==> config.mk <==
export PLATFORM = sky130hd
export DESIGN_NAME = counter_sweep_ctrl
export DESIGN_NICKNAME = d
export VERILOG_FILES = /design/src/rtl/counter_ctrl_pkg.sv /design/src/rtl/updown_counter.sv /design/src/rtl/counter_sweep_ctrl.sv
export SDC_FILE = /design/constraint.sdc
export NUM_CORES = 1
export LEC_CHECK = 0
export CORE_ASPECT_RATIO = 1.25
export CORE_MARGIN = 3
export CORE_UTILIZATION = 35
export CTS_BUF_LIST = sky130_fd_sc_hd__clkbuf_8
export CTS_CLUSTER_SIZE = 14
export DETAILED_ROUTE_END_ITERATION = 12
export GPL_TIMING_DRIVEN = 1
export PLACE_DENSITY_LB_ADDON = 0.12
export SLEW_MARGIN = 20
export SYNTH_ARGS = -nofsm -noshare
export SYNTH_HDL_FRONTEND = slang
export SYNTH_SLANG_ARGS = --single-unit
==> constraint.sdc <==
create_clock -name clk -period 2.27 [get_ports clk]
set_input_delay 0.3405 -clock clk [delete_from_list [all_inputs] [get_ports clk]]
set_output_delay 0.3405 -clock clk [all_outputs]
set_load 0.05 [all_outputs]
==> src/rtl/counter_ctrl_pkg.sv <==
`default_nettype none
// ============================================================================
// Module      : counter_ctrl_pkg
// Description : Shared definitions for the counter sweep controller: sweep
//               FSM state encoding and the default datapath width.
// Revision    : 1.0 - initial release
// ============================================================================
package counter_ctrl_pkg;

  localparam int WIDTH_DEFAULT = 8;

  typedef enum logic [1:0] {
    IDLE = 2'd0,
    LOAD = 2'd1,
    RUN  = 2'd2,
    DONE = 2'd3
  } state_t;

endpackage
`default_nettype wire

==> src/rtl/updown_counter.sv <==
`default_nettype none
// ============================================================================
// Module      : updown_counter
// Description : Loadable up/down counter, synchronous priority
//               clear > load > count.
// Ports       : clk, rst   - clock, asynchronous active-high reset
//               clear      - synchronous clear to zero
//               load, data - synchronous load of data
//               en, inc    - count enable; inc=1 counts up, 0 counts down
//               count      - current counter value
// Revision    : 1.0 - initial release
// ============================================================================
module updown_counter
  import counter_ctrl_pkg::*;
#(
  parameter int WIDTH = WIDTH_DEFAULT
) (
  input  logic             clk,
  input  logic             rst,
  input  logic             clear,
  input  logic             load,
  input  logic             en,
  input  logic             inc,
  input  logic [WIDTH-1:0] data,
  output logic [WIDTH-1:0] count
);

  always_ff @(posedge clk or posedge rst) begin
    if (rst) begin
      count <= '0;
    end else if (clear) begin
      count <= '0;
    end else if (load) begin
      count <= data;
    end else if (en) begin
      count <= inc ? count + 1'b1 : count - 1'b1;
    end
  end

endmodule
`default_nettype wire

==> src/rtl/counter_sweep_ctrl.sv <==
`default_nettype none
// ============================================================================
// Module      : counter_sweep_ctrl
// Description : Sweep sequencer around an up/down counter. A job loads the
//               counter with a start value, then steps it one per cycle
//               toward the end value and pulses done. Supports pause and
//               abort (abort wins over everything and clears the counter).
// Ports       : clk, rst            - clock, asynchronous active-high reset
//               start_i             - job request (honoured only in IDLE)
//               start_val, end_val  - job bounds
//               pause_i             - freezes stepping while high in RUN
//               abort_i             - cancels job, clears counter
//               busy                - high in LOAD and RUN
//               done                - one-cycle pulse in DONE
//               aborted             - one-cycle pulse after a taken abort
//               count_o             - current counter value
// Revision    : 1.0 - initial release
// ============================================================================
module counter_sweep_ctrl
  import counter_ctrl_pkg::*;
#(
  parameter int WIDTH = WIDTH_DEFAULT
) (
  input  logic             clk,
  input  logic             rst,
  input  logic             start_i,
  input  logic [WIDTH-1:0] start_val,
  input  logic [WIDTH-1:0] end_val,
  input  logic             pause_i,
  input  logic             abort_i,
  output logic             busy,
  output logic             done,
  output logic             aborted,
  output logic [WIDTH-1:0] count_o
);

  state_t           state;
  logic [WIDTH-1:0] start_q;
  logic [WIDTH-1:0] end_q;
  logic             dir_up;
  logic [WIDTH-1:0] count;
  logic             at_end;

  logic             cnt_clear;
  logic             cnt_load;
  logic             cnt_en;
  logic             cnt_inc;
  logic [WIDTH-1:0] cnt_data;

  assign at_end  = (count == end_q);
  assign count_o = count;

  // Counter controls are decoded straight from state so the counter acts on
  // the very next edge. Clear also outranks load/count inside the counter;
  // gating load/en on abort just keeps the control set unambiguous.
  always_comb begin
    cnt_clear = abort_i;
    cnt_load  = (state == LOAD) && !abort_i;
    cnt_en    = (state == RUN) && !at_end && !pause_i && !abort_i;
    cnt_inc   = dir_up;
    cnt_data  = start_q;
  end

  // Outputs are registered from the next state, so busy/done follow the
  // state they describe with no combinational path from the inputs.
  always_ff @(posedge clk or posedge rst) begin
    if (rst) begin
      state   <= IDLE;
      start_q <= '0;
      end_q   <= '0;
      dir_up  <= 1'b0;
      busy    <= 1'b0;
      done    <= 1'b0;
      aborted <= 1'b0;
    end else begin
      done    <= 1'b0;
      aborted <= 1'b0;
      if (abort_i) begin
        state   <= IDLE;
        busy    <= 1'b0;
        // An abort in IDLE has no job to cancel, so it is silent.
        aborted <= (state != IDLE);
      end else begin
        case (state)
          IDLE: begin
            if (start_i) begin
              start_q <= start_val;
              end_q   <= end_val;
              dir_up  <= (end_val >= start_val);
              state   <= LOAD;
              busy    <= 1'b1;
            end
          end
          LOAD: begin
            state <= RUN;
            busy  <= 1'b1;
          end
          RUN: begin
            if (at_end) begin
              state <= DONE;
              busy  <= 1'b0;
              done  <= 1'b1;
            end else begin
              busy  <= 1'b1;
            end
          end
          DONE: begin
            state <= IDLE;
            busy  <= 1'b0;
          end
          default: begin
            state <= IDLE;
            busy  <= 1'b0;
          end
        endcase
      end
    end
  end

  updown_counter #(
    .WIDTH (WIDTH)
  ) u_counter (
    .clk   (clk),
    .rst   (rst),
    .clear (cnt_clear),
    .load  (cnt_load),
    .en    (cnt_en),
    .inc   (cnt_inc),
    .data  (cnt_data),
    .count (count)
  );

endmodule
`default_nettype wire

### After elaboration in Yosys (flattened, before gate mapping)

Cells that the tools add are included.

| word-level totals | value |
|---|---|
| input port bits | 21 |
| flip-flop bits (word level) | 30 |
| output and inout port bits | 11 |
| word-level logic and storage cells | 46 |

| cells by class | value |
|---|---|
| add/sub/neg operators | 2 |
| bitwise logic cells | 1 |
| eq/ne operators | 6 |
| reductions and logical operators | 12 |
| muxes and demuxes | 16 |
| $lt $le $gt $ge | 1 |

Operator list:

| operator | count |
|---|---|
| $mux W8 | 4 |
| $add A8 B1 Y8 const B | 1 |
| $eq A8 B8 Y1 | 1 |
| $ge A8 B8 Y1 | 1 |
| $pmux W2 S4 | 1 |
| $sub A8 B1 Y8 const B | 1 |
| $mux W1 | 7 |
| $mux W2 | 3 |
| $ne A3 B3 Y1 const B | 2 |
| $eq A2 B2 Y1 const B | 2 |
| $logic_and A1 B1 Y1 | 4 |
| $pmux W1 S4 | 1 |
| $logic_not A1 Y1 | 3 |
| $reduce_and A3 Y1 | 1 |
| $reduce_bool A3 Y1 | 1 |
| $eq A2 B1 Y1 const B | 1 |
| $logic_not A2 Y1 | 1 |
| $reduce_and A2 Y1 | 1 |
| $reduce_bool A2 Y1 | 1 |
| $not A1 Y1 | 1 |

### Logic depth before layout (Yosys ltp)

Gate-level depths: netlist of run 1.

| depth | value |
|---|---|
| depth after elaboration | 8 |
| gate-level depth with buffers | 8 |
| depth with buffers taken out | 8 |

### Cells and area by module

A second synthesis of run 1 with hierarchy kept.

| unflattened totals | value |
|---|---|
| cells, all modules | 200 |
| area total of the unflattened synthesis | 1,948.1 µm² |

Modules (own cells, without submodules):

| module | area an instance (µm²) | cells an instance | seq. area each (µm²) | instances |
|---|---|---|---|---|
| counter_sweep_ctrl | 1,191.1 | 112 | 550.5 | 1 |
| updown_counter | 757.0 | 88 | 200.2 | 1 |

### Least setup slack after synthesis of run 1

Ideal clock, no wire load.

| timing | value |
|---|---|
| path kind | reg2reg |
| start point | register u_counter.count[4] |
| end point | register u_counter.count[7] |
| library setup time | 119 ps |
| cell stages (with the launch flop) | 8 |
| data required time | 2,151 ps |
| setup slack | 119 ps |
| clock period less this slack | 2,151 ps |
| buffers on the path | 0 |
| arrival time | 2,032 ps |
| cell sequence | dfrtp_1 ha_1 a21o_1 a21o_1 a221oi_1 nand3_1 xnor2_1 o21a_1 |

| between the ends | value |
|---|---|
| cells in the longest elaborated chain, start to end | 6 |
| elaborated cells on any way between the ends | 12 |
| classes of those cells | 2 x add/sub; 1 x eq/ne; 4 x mux; 5 x reduce/logical |

Ends and longest elaborated chain:

| item | RTL line | text |
|---|---|---|
| start, declared | updown_counter.sv:25 | `output logic [WIDTH-1:0] count` |
| start signal, assigned | updown_counter.sv:34 | `count <= data;` |
| start signal, assigned | updown_counter.sv:36 | `count <= inc ? count + 1'b1 : count - 1'b1;` |
| branches (longest 6 deep; another with $sub A8 B1 Y8) | -- |  |

Several ways; the timed one is not identified. The select of a mux whose other input is x is not followed.
A chain may end at the register's enable or synchronous reset.

### Final worst setup path of run 1

| timing | value |
|---|---|
| start point | register dir_up, in the netlist cnt_inc |
| end point | register u_counter.count[5] |

| between the ends | value |
|---|---|
| cells in the longest elaborated chain, start to end | 4 |

Ends and longest elaborated chain:

| item | RTL line | text |
|---|---|---|
| start, declared | counter_sweep_ctrl.sv:40 | `logic dir_up;` |
| start signal, assigned | counter_sweep_ctrl.sv:89 | `dir_up <= (end_val >= start_val);` |
| $mux W8 | updown_counter.sv:36 |  |
| $mux W8 | updown_counter.sv:35 | `end else if (en) begin` |
| $mux W8 | updown_counter.sv:33 | `end else if (load) begin` |
| $mux W8 | updown_counter.sv:31 | `end else if (clear) begin` |

Every way passes these cells. The select of a mux whose other input is x is not followed.

==> results of run 1 <==
[cell families (layout without fill, tap and decap cells)]
group | after synthesis | count (layout) | share of synthesized area [%]
AOI/OAI and AO/OA | 38 | 38 | 14.2
xor gates and xnor gates | 16 | 16 | 7.62
adders and majority gates | 19 | 19 | 13.3
buffers and inverters | 19 | 64 | 3.88
DFF | 30 | 30 | 40.8
muxes | 5 | 5 | 2.72
and+or+nand+nor | 70 | 70 | 17.5
[worst max-delay path by stage]
stage | from | to | slack [ns] | cells past startpoint
2_1_floorplan | u_counter.count[4] | u_counter.count[7] | 0.12 | 7
3_3_place_gp | cnt_inc | u_counter.count[7] | 0.14 | 8
3_5_place_dp | cnt_inc | u_counter.count[7] | 0.11 | 8
4_1_cts | cnt_inc | u_counter.count[7] | 0.09 | 8
5_1_grt | cnt_inc | u_counter.count[5] | -0.02 | 8
6_report | cnt_inc | u_counter.count[5] | 0.14 | 8
[cell usage after synthesis (2+ instances only)]
master / count
mux2i_1: 5
o21ai_0: 9
a311oi_1: 2
dfrtp_1: 30
inv_1: 14
ha_1: 18
nor2_1: 11
nor3_1: 2
a211oi_1: 2
nand2b_1: 2
nor3b_1: 3
nand2_1: 41
clkinv_1: 2
xnor2_1: 4
clkbuf_1: 3
nand3_1: 3
nor4_2: 2
o21a_1: 2
a21oi_1: 8
a21o_1: 7
xor2_1: 12
nor2b_1: 2
[timing repair]
action	4_1_cts	5_1_grt
buffers inserted	0	2
resized for setup	0	7
endpoints found under the setup margin	0	2
[tightest hold or removal path: cells and delay by family]
family	cells	cell delay, ns
buffers and inverters	3	0.78
[power by group through the flow]
| stage | Clock, mW | Sequential, mW | Combinational, mW |
|---|---|---|---|
| 3_5_place_dp | 0 | 0.982 | 1.67 |
| 5_1_grt | 0.444 | 1.02 | 1.95 |
| 4_1_cts | 0.419 | 0.973 | 1.68 |
| 3_3_place_gp | 0 | 0.979 | 1.65 |
| 6_report | 0.402 | 0.978 | 1.75 |
| 2_1_floorplan | 0 | 1.15 | 1.02 |
[layout make-up]
type | instances | area (µm²)
clock buffer | 5 | 68.8
clock inverter | 2 | 10.0
fill | 506 | 2510
inverter | 16 | 63.8
multi-input combinational | 148 | 1040
sequential | 30 | 752
tap | 60 | 75.1
timing repair buffer | 40 | 378
timing repair inverter | 1 | 5.00
[cells in the final DEF (no fill, tap or decap), types with 3 or more instances in the layout]
| master | instances |
|---|---|
| a21o_1 | 7 |
| clkbuf_8 | 5 |
| dfrtp_1 | 29 |
| ha_1 | 18 |
| nor2_1 | 11 |
| nand3_1 | 3 |
| nor3b_1 | 3 |
| o21ai_0 | 9 |
| buf_4 | 9 |
| mux2i_1 | 5 |
| xor2_1 | 12 |
| xnor2_1 | 4 |
| clkdlybuf4s50_1 | 31 |
| inv_1 | 13 |
| a21oi_1 | 8 |
| nand2_1 | 41 |
[routing by layer]
| layer | part of all wire, % | routed length (µm) | up-vias | track usage [%] |
|---|---|---|---|---|
| met5 | 0 | 0 | - | 0 |
| met4 | 0.43 | 17 | 0 | 3.59 |
| met3 | 3.6 | 143 | 2 | 3.12 |
| met2 | 51 | 2020 | 28 | 23.7 |
| met1 | 45 | 1790 | 671 | 16.9 |
| li1 | - | - | 754 | - |
[state kept, by name (all words and copies together) (netlist names)]
signal	count
u_counter.count	8
aborted	1
end_q	8
done	1
cnt_inc	1
state	2
cnt_data	8
busy	1
[stage by stage]
step / power (mW) / hold slack, ns
after CTS: 3.07 / 0.447
after global routing: 3.41 / 0.494
after global placement: 2.63 / 0.466
after floorplan: 2.17 / 0.431
final: 3.13 / 0.435
after detailed placement: 2.65 / 0.465
==> impl_metrics.tcl, run 1 <==
set metrics [dict create \
    r2r_slack_ns 0.14 \
    crit_arrival_ns 2.30 \
    period_share_pct 94.0 \
    finClkSkew_ns 0.00493 \
    fin_area_um2 2390 \
    synthArstFlopShare_pct 100 \
    p_sw_share_pct 44.8 \
    track_usage_pct 13.6 \
    cts.sinks 30 \
    crit_path_frequent_cell "a21oi_1" \
    drc_errors 0 \
    fin_crit_ns 2.13 \
    via_per_inst 4.82 \
    cp_top_family "compound AO/OA/AOI/OAI gates" \
    wire_per_inst_um 13.2 \
    antenna_cells 0 \
    postRouteAntennaNets 0 \
    fin_ws_ns 0.136 \
    design.core.area_um2 4900 \
    cts_buffers 5 \
    ys_dominant_reg_cell "dfrtp_1" \
    yosys.area.top_type "dfrtp_1" \
    cp_max_fo 4 \
    synthDistinctLibCells 35 \
    layout.nets 282 \
    grt-ovfl-total 0 \
    dp_cells 292 \
    grt_pass1_wl_mm 6.63 \
    globalplace.congestion 0.892 \
    fmax_mhz 469 \
    grt_antenna_before_repair 0 \
    tns_ns 0 \
    power_frac_clock_pct 12.9 \
    synth_top_area_share_pct 40.8 \
    pwr-share-comb_pct 55.8 \
    drt_wl_total_mm 3.98 \
    yosysWarningCount 0 \
    syn_nets 237 \
    cpMaxStageDelayCell "dfrtp_2" \
    post-route-util_pct 48.7 \
    drt-initial-drc-count 72 \
    h-tree-depth 2 \
    hpwl_mm 3.08 \
    tightest_slew_ns 0.496 \
    p_leak_nw 1.17 \
    power_density_nw_per_um2 1310 \
    die_w_um 70.8 \
    cts.clk_slew.worst_paths_ns 0.06 \
    start_kind "register" \
    vias 1455 \
    avgSynthCellArea_um2 9.34 \
    pre_cts_slack_ns 0.109 \
    cts-root-buf "clkbuf_8" \
    area_growth_pct 29.9 \
    rows 28 \
    r2r_end "u_counter.count[5]" \
    synth_edf_count 0 \
    hold_viol 0 \
    cp_num_buf_inv 1 \
    start_util_pct 37.5 \
    drv_slew 0 \
    slew_headroom_pct 66.9 \
    setup_viol 0 \
    end_kind "register" \
    slowest_delay_ns 0.42 \
    hold_buffers 0 \
    die-area_um2 6170 \
    crit_type "register to register" \
    rr_worst_depth 8 \
    p_sw_mw 1.40 \
    die_y_um 87.1 \
    ys_ff_latch 30 \
    cp.required_ns 2.44 \
    worstReg2RegStart "cnt_inc" \
    firstDrtPassIters 4 \
    worstPathCellList "clkinvlp_2, ha_1, a21oi_1, nand2_1, a21o_1, a21oi_1, xor2_1, o41ai_1" \
    io_buffers 31 \
    grt_max_degree 31 \
    p_int_mw 1.72 \
    hp-class "input pin to asynchronous set/reset pin" \
    rsz0062_at_grt "yes" \
    netlist_top_cells_area "dfrtp_1 41%, ha_1 12%, nand2_1 8.4%" \
    drive_above_1_share_pct 11.6 \
    cts_buffer_depth 2 \
    status "finished, final reports clean" \
    ios 32 \
    dpl-instance-area_um2 2270 \
    clk_latency_ns 0.28 \
    peakVddDrop_mv 0.451 \
    cts_tree "yes" \
    grt_pass1_vias 1447 \
    syn_area_um2 1840 \
    final_cells 302 \
    yosysSeqAreaShare_pct 40.8 \
    syn_inst 197 \
    seq_power_share_pct 31.3 \
    drv_cap 0 \
]
No activity file was read; power rests on OpenSTA's default activity.
==> inputs of run 2 (changes only) <==
--- a/config.mk
+++ b/config.mk
@@ -7,9 +7,9 @@
 export LEC_CHECK = 0
 export CORE_ASPECT_RATIO = 1.25
 export CORE_MARGIN = 3
-export CORE_UTILIZATION = 35
+export CORE_UTILIZATION = 55
 export CTS_BUF_LIST = sky130_fd_sc_hd__clkbuf_8
-export CTS_CLUSTER_SIZE = 14
+export CTS_CLUSTER_SIZE = 24
 export DETAILED_ROUTE_END_ITERATION = 12
 export GPL_TIMING_DRIVEN = 1
 export PLACE_DENSITY_LB_ADDON = 0.12
==> run 2 against run 1 <==
Clock power grew 9.0%. Non-clock buffer count shrank 5. Fmax grew 0.36%. Combinational power shrank 2%. Sequential share of layout area grew 0.98 points. Count of clock-buffer cells in the layout grew 1. Final cell count shrank 9.6%. Critical endpoint is now u_counter.count[7].
==> impl_metrics.tcl, run 2 (synthesized netlist as in run 1, its figures left out) <==
set metrics [dict create \
    status "finished, final reports clean" \
    cpMaxStageDelayCell "dfrtp_1" \
    io_buffers 31 \
    drc_errors 0 \
    fmax_mhz 470 \
    cp_num_buf_inv 1 \
    postRouteAntennaNets 0 \
    cts_tree "yes" \
    crit_arrival_ns 2.30 \
    start_kind "register" \
    die_w_um 57.7 \
    worstPathCellList "inv_4, ha_1, a21o_1, a21o_1, a221oi_1, nand3_1, xnor2_1, o21a_1" \
    grt_pass1_wl_mm 6.94 \
    hp-class "input pin to asynchronous set/reset pin" \
    peakVddDrop_mv 0.890 \
    fillers 216 \
    drv_cap 0 \
    multi_input_area_um2 1020 \
    area_growth_pct 25.8 \
    die_y_um 70.7 \
    rsz0062_at_grt "no" \
    layout.nets 276 \
    dr.max_layer_used "met4" \
    rows 22 \
    cts.sinks 30 \
    cp_max_fo 10 \
    tns_ns 0 \
    h-tree-depth 2 \
    wl_met1_mm 1.75 \
    wire_per_inst_um 14.5 \
    crit_type "register to register" \
    grt_max_degree 31 \
    clk_latency_ns 0.28 \
    grt-ovfl-total 0 \
    track_usage_pct 21.6 \
    antenna_cells 0 \
    dr_wl_met2_mm 1.96 \
    dr_wl_met3_um 197 \
    slew_headroom_pct 66.7 \
    cts.clk_slew.worst_paths_ns 0.06 \
    power_density_nw_per_um2 1350 \
    end_kind "register" \
    finClkSkew_ns 0.00263 \
    ios 32 \
    hpwl_mm 3.05 \
    cts_buffer_depth 2 \
    drive_above_1_share_pct 8.02 \
    cts-root-buf "clkbuf_8" \
    drv_slew 0 \
    cp.required_ns 2.44 \
    design.core.area_um2 3060 \
    crit_path_frequent_cell "a21o_1" \
    setup_viol 0 \
    p_leak_nw 1.16 \
    globalplace.congestion 0.909 \
    firstDrtPassIters 4 \
    cp.depth 8 \
    tightest_slew_ns 0.498 \
    hold_viol 0 \
    start_util_pct 60.2 \
    final_common_cell "nand2_1" \
    drt-initial-drc-count 82 \
    cp_top_family "compound AO/OA/AOI/OAI gates" \
    whs_ns 0.425 \
    via_per_inst 5.50 \
    cts_setup_buffers 0 \
    slowest_delay_ns 0.42 \
    grt_antenna_before_repair 0 \
    seqCellArea_um2 751 \
    rr_worst_depth 8 \
    vias 1502 \
    die-area_um2 4080 \
    final_cell_mix "41 x nand2_1, 31 x clkdlybuf4s50_1, 30 x dfrtp_1, 18 x ha_1, 14 x inv_1" \
    drt_wl_total_mm 3.96 \
    grt_pass1_vias 1514 \
    fin_crit_ns 2.13 \
    period_share_pct 93.7 \
    cts_buffers 5 \
]
-- run 2: report_power, final --
group          switching, mW  leakage (nW)  internal (mW)
sequential             0.213         0.384          0.762
combinational           1.00         0.720          0.702
clock                  0.198        0.0524          0.240
total                   1.42          1.16           1.70
-- run 2: area by class of cell --
cell class	instances	share of cell area, %
Tap cell	36	1.95
Clock inverter	2	0.379
Multi-Input combinational cell	148	44.2
Clock buffer	6	3.57
Sequential cell	30	32.4
Timing Repair Buffer	35	14.7
Inverter	16	2.70
-- run 2: stage by stage --
step	cells	utilization, %	cell area, µm²	setup slack [ns]	total power, mW
2_1_floorplan	197	-	1840	0.119	2.17
3_3_place_gp	265	72.4	2210	0.172	2.56
3_5_place_dp	265	72.4	2210	0.0516	2.64
4_1_cts	273	75.4	2300	0.0472	3.09
5_1_grt	273	75.7	2310	0.0151	3.36
6_report	273	75.7	2310	0.144	3.12
-- run 2: worst reg2reg max path: cells and delay by family, from the launching register on --
kind	cells	cell delay, ns
xor+xnor	1	0.16
buf+inv	1	0.13
fa+ha+maj	1	0.28
compound gates	4	0.88
flops	1	0.42
simple gates	1	0.15
-- run 2: per-layer routing --
metal,GRT usage [%],up-vias
met2,35.9,47
met5,0,-
li1,-,747
met3,4.93,6
met4,5.67,0
met1,28.3,702
-- run 2: repair_timing --
item / CTS / global route
hold buffers: 0 / 0
endpoints found under the setup margin: 0 / 3
resized for setup: 0 / 4
-- run 2: final timing paths --
check / end / slack, ns / start
max: u_counter.count[7] / 0.14 / cnt_inc
min: cnt_data[0] / 0.43 / rst
max reg2reg: u_counter.count[7] / 0.14 / cnt_inc
min reg2reg: cnt_data[7] / 0.48 / cnt_data[7]
max in group asynchronous: end_q[7] / 1.56 / rst
min in group clk: cnt_data[7] / 0.48 / cnt_data[7]
==> inputs of run 3 (changes only) <==
--- a/config.mk
+++ b/config.mk
@@ -7,7 +7,7 @@
 export LEC_CHECK = 0
 export CORE_ASPECT_RATIO = 1.25
 export CORE_MARGIN = 3
-export CORE_UTILIZATION = 55
+export CORE_UTILIZATION = 59
 export CTS_BUF_LIST = sky130_fd_sc_hd__clkbuf_8
 export CTS_CLUSTER_SIZE = 24
 export DETAILED_ROUTE_END_ITERATION = 12
==> constraint.sdc (replaced) <==
create_clock -name clk -period 2.65 [get_ports clk]
set_input_delay 0.3975 -clock clk [delete_from_list [all_inputs] [get_ports clk]]
set_output_delay 0.3975 -clock clk [all_outputs]
set_load 0.05 [all_outputs]
==> run 3 against run 2 <==
Fmax fell by 7.8%. Sequential share of layout area rose by 0.12 points. Non-clock buffer count did not move. Clock skew rose by 0.0054 ns. Final cell count did not move. Critical path depth did not move. Sequential power fell by 14%. Largest power group unchanged.
==> impl_metrics.tcl, run 3 (synthesized netlist as in run 1, its figures left out) <==
set metrics [dict create \
    pre_cts_slack_ns 0.409 \
    die_w_um 55.9 \
    drv_cap 0 \
    slew_headroom_pct 65.8 \
    p_leak_nw 1.15 \
    cts.sinks 30 \
    fin_crit_ns 2.30 \
    drive_above_1_share_pct 7.17 \
    drc_errors 0 \
    rsz0062_at_grt "no" \
    cp.required_ns 2.83 \
    crit_arrival_ns 2.49 \
    final_common_cell "nand2_1" \
    layout.nets 276 \
    post-route-util_pct 77.5 \
    cts_tree "yes" \
    cts_setup_buffers 0 \
    grt_max_degree 31 \
    wire_per_inst_um 15.9 \
    tns_ns 0 \
    drv_slew 0 \
    cts-root-buf "clkbuf_8" \
    drt-initial-drc-count 91 \
    h-tree-depth 2 \
    setup_viol 0 \
    via_per_inst 5.70 \
    fmax_mhz 434 \
    io_buffers 31 \
    area_growth_pct 25.3 \
    design.core.area_um2 2970 \
    peakVddDrop_mv 0.764 \
    grt_antenna_before_repair 0 \
    drt_wl_total_mm 4.33 \
    cts_buffers 5 \
    postRouteAntennaNets 0 \
    status "finished, final reports clean" \
    die_y_um 68.4 \
    crit_type "register to register" \
    grt_pass1_wl_mm 7.19 \
    rows 22 \
    period_share_pct 87.0 \
    hold_buffers 0 \
    vias 1557 \
    clk_latency_ns 0.29 \
    power_density_nw_per_um2 1170 \
    final_cell_mix "41 x nand2_1, 31 x clkdlybuf4s50_1, 30 x dfrtp_1, 18 x ha_1, 15 x inv_1" \
    fin_ws_ns 0.345 \
    cts_buffer_depth 2 \
    hpwl_mm 3.35 \
    cts.clk_slew.worst_paths_ns 0.07 \
    hold_viol 0 \
    antenna_cells 0 \
    die-area_um2 3830 \
    hp-class "register to register" \
    ctsResizeCount 0 \
    start_kind "register" \
    grt_pass1_vias 1622 \
    finClkSkew_ns 0.00802 \
    firstDrtPassIters 4 \
    r2r_slack_ns 0.35 \
    tightest_slew_ns 0.511 \
    globalplace.congestion 0.884 \
    ios 32 \
    end_kind "register" \
    grt-ovfl-total 0 \
    start_util_pct 61.9 \
    track_usage_pct 25.2 \
    cp_max_fo 10 \
]
run 3: report_power, final:
part,leakage [nW],internal [mW],switching [mW]
combinational,0.719,0.591,0.882
sequential,0.384,0.653,0.183
clock,0.0524,0.205,0.171
total,1.15,1.45,1.24
run 3: worst paths after layout:
| check | cells after the start | end | from |
|---|---|---|---|
| min | 2 | cnt_data[0] | cnt_data[0] |
| min in group asynchronous | 3 | u_counter.count[0] | rst |
| max in group asynchronous | 3 | end_q[7] | rst |
| max | 8 | u_counter.count[7] | cnt_inc |
| max reg2reg | 8 | u_counter.count[7] | cnt_inc |
| min reg2reg | 2 | cnt_data[0] | cnt_data[0] |
run 3: layer usage:
metal / up-vias / global-route usage [%] / part of all wire, %
li1: 750 / - / -
met5: - / 0 / 0
met2: 55 / 46.6 / 53
met4: 0 / 14.2 / 2.8
met1: 739 / 27.7 / 39
met3: 13 / 4.15 / 4.7
run 3: worst max-delay path, stage by stage (launching register included):
cell and delay (ns):
dfrtp_1 0.40, inv_1 0.28, ha_1 0.34, a21o_1 0.21, a21o_1 0.19, a221oi_1 0.31, nand3_1 0.14, xnor2_1 0.16
o21a_1 0.17
run 3: stage by stage:
step | cell area, µm² | total power, mW | instances | hold WS, ns
6_report | 2300 | 2.69 | 273 | 0.481
2_1_floorplan | 1840 | 1.86 | 197 | 0.446
3_3_place_gp | 2210 | 2.20 | 265 | 0.469
3_5_place_dp | 2210 | 2.28 | 265 | 0.472
5_1_grt | 2300 | 2.87 | 273 | 0.507
4_1_cts | 2300 | 2.68 | 273 | 0.486
run 3: cell type report:
| class | count | area (µm²) |
|---|---|---|
| clock buffers | 6 | 82.6 |
| multi-input cells | 148 | 1020 |
| flip-flops and latches | 30 | 751 |
| well taps | 36 | 45.0 |
| clock inverters | 2 | 8.76 |
| inverters | 16 | 60.1 |
| fillers | 215 | 668 |
| repair buffers | 35 | 340 |
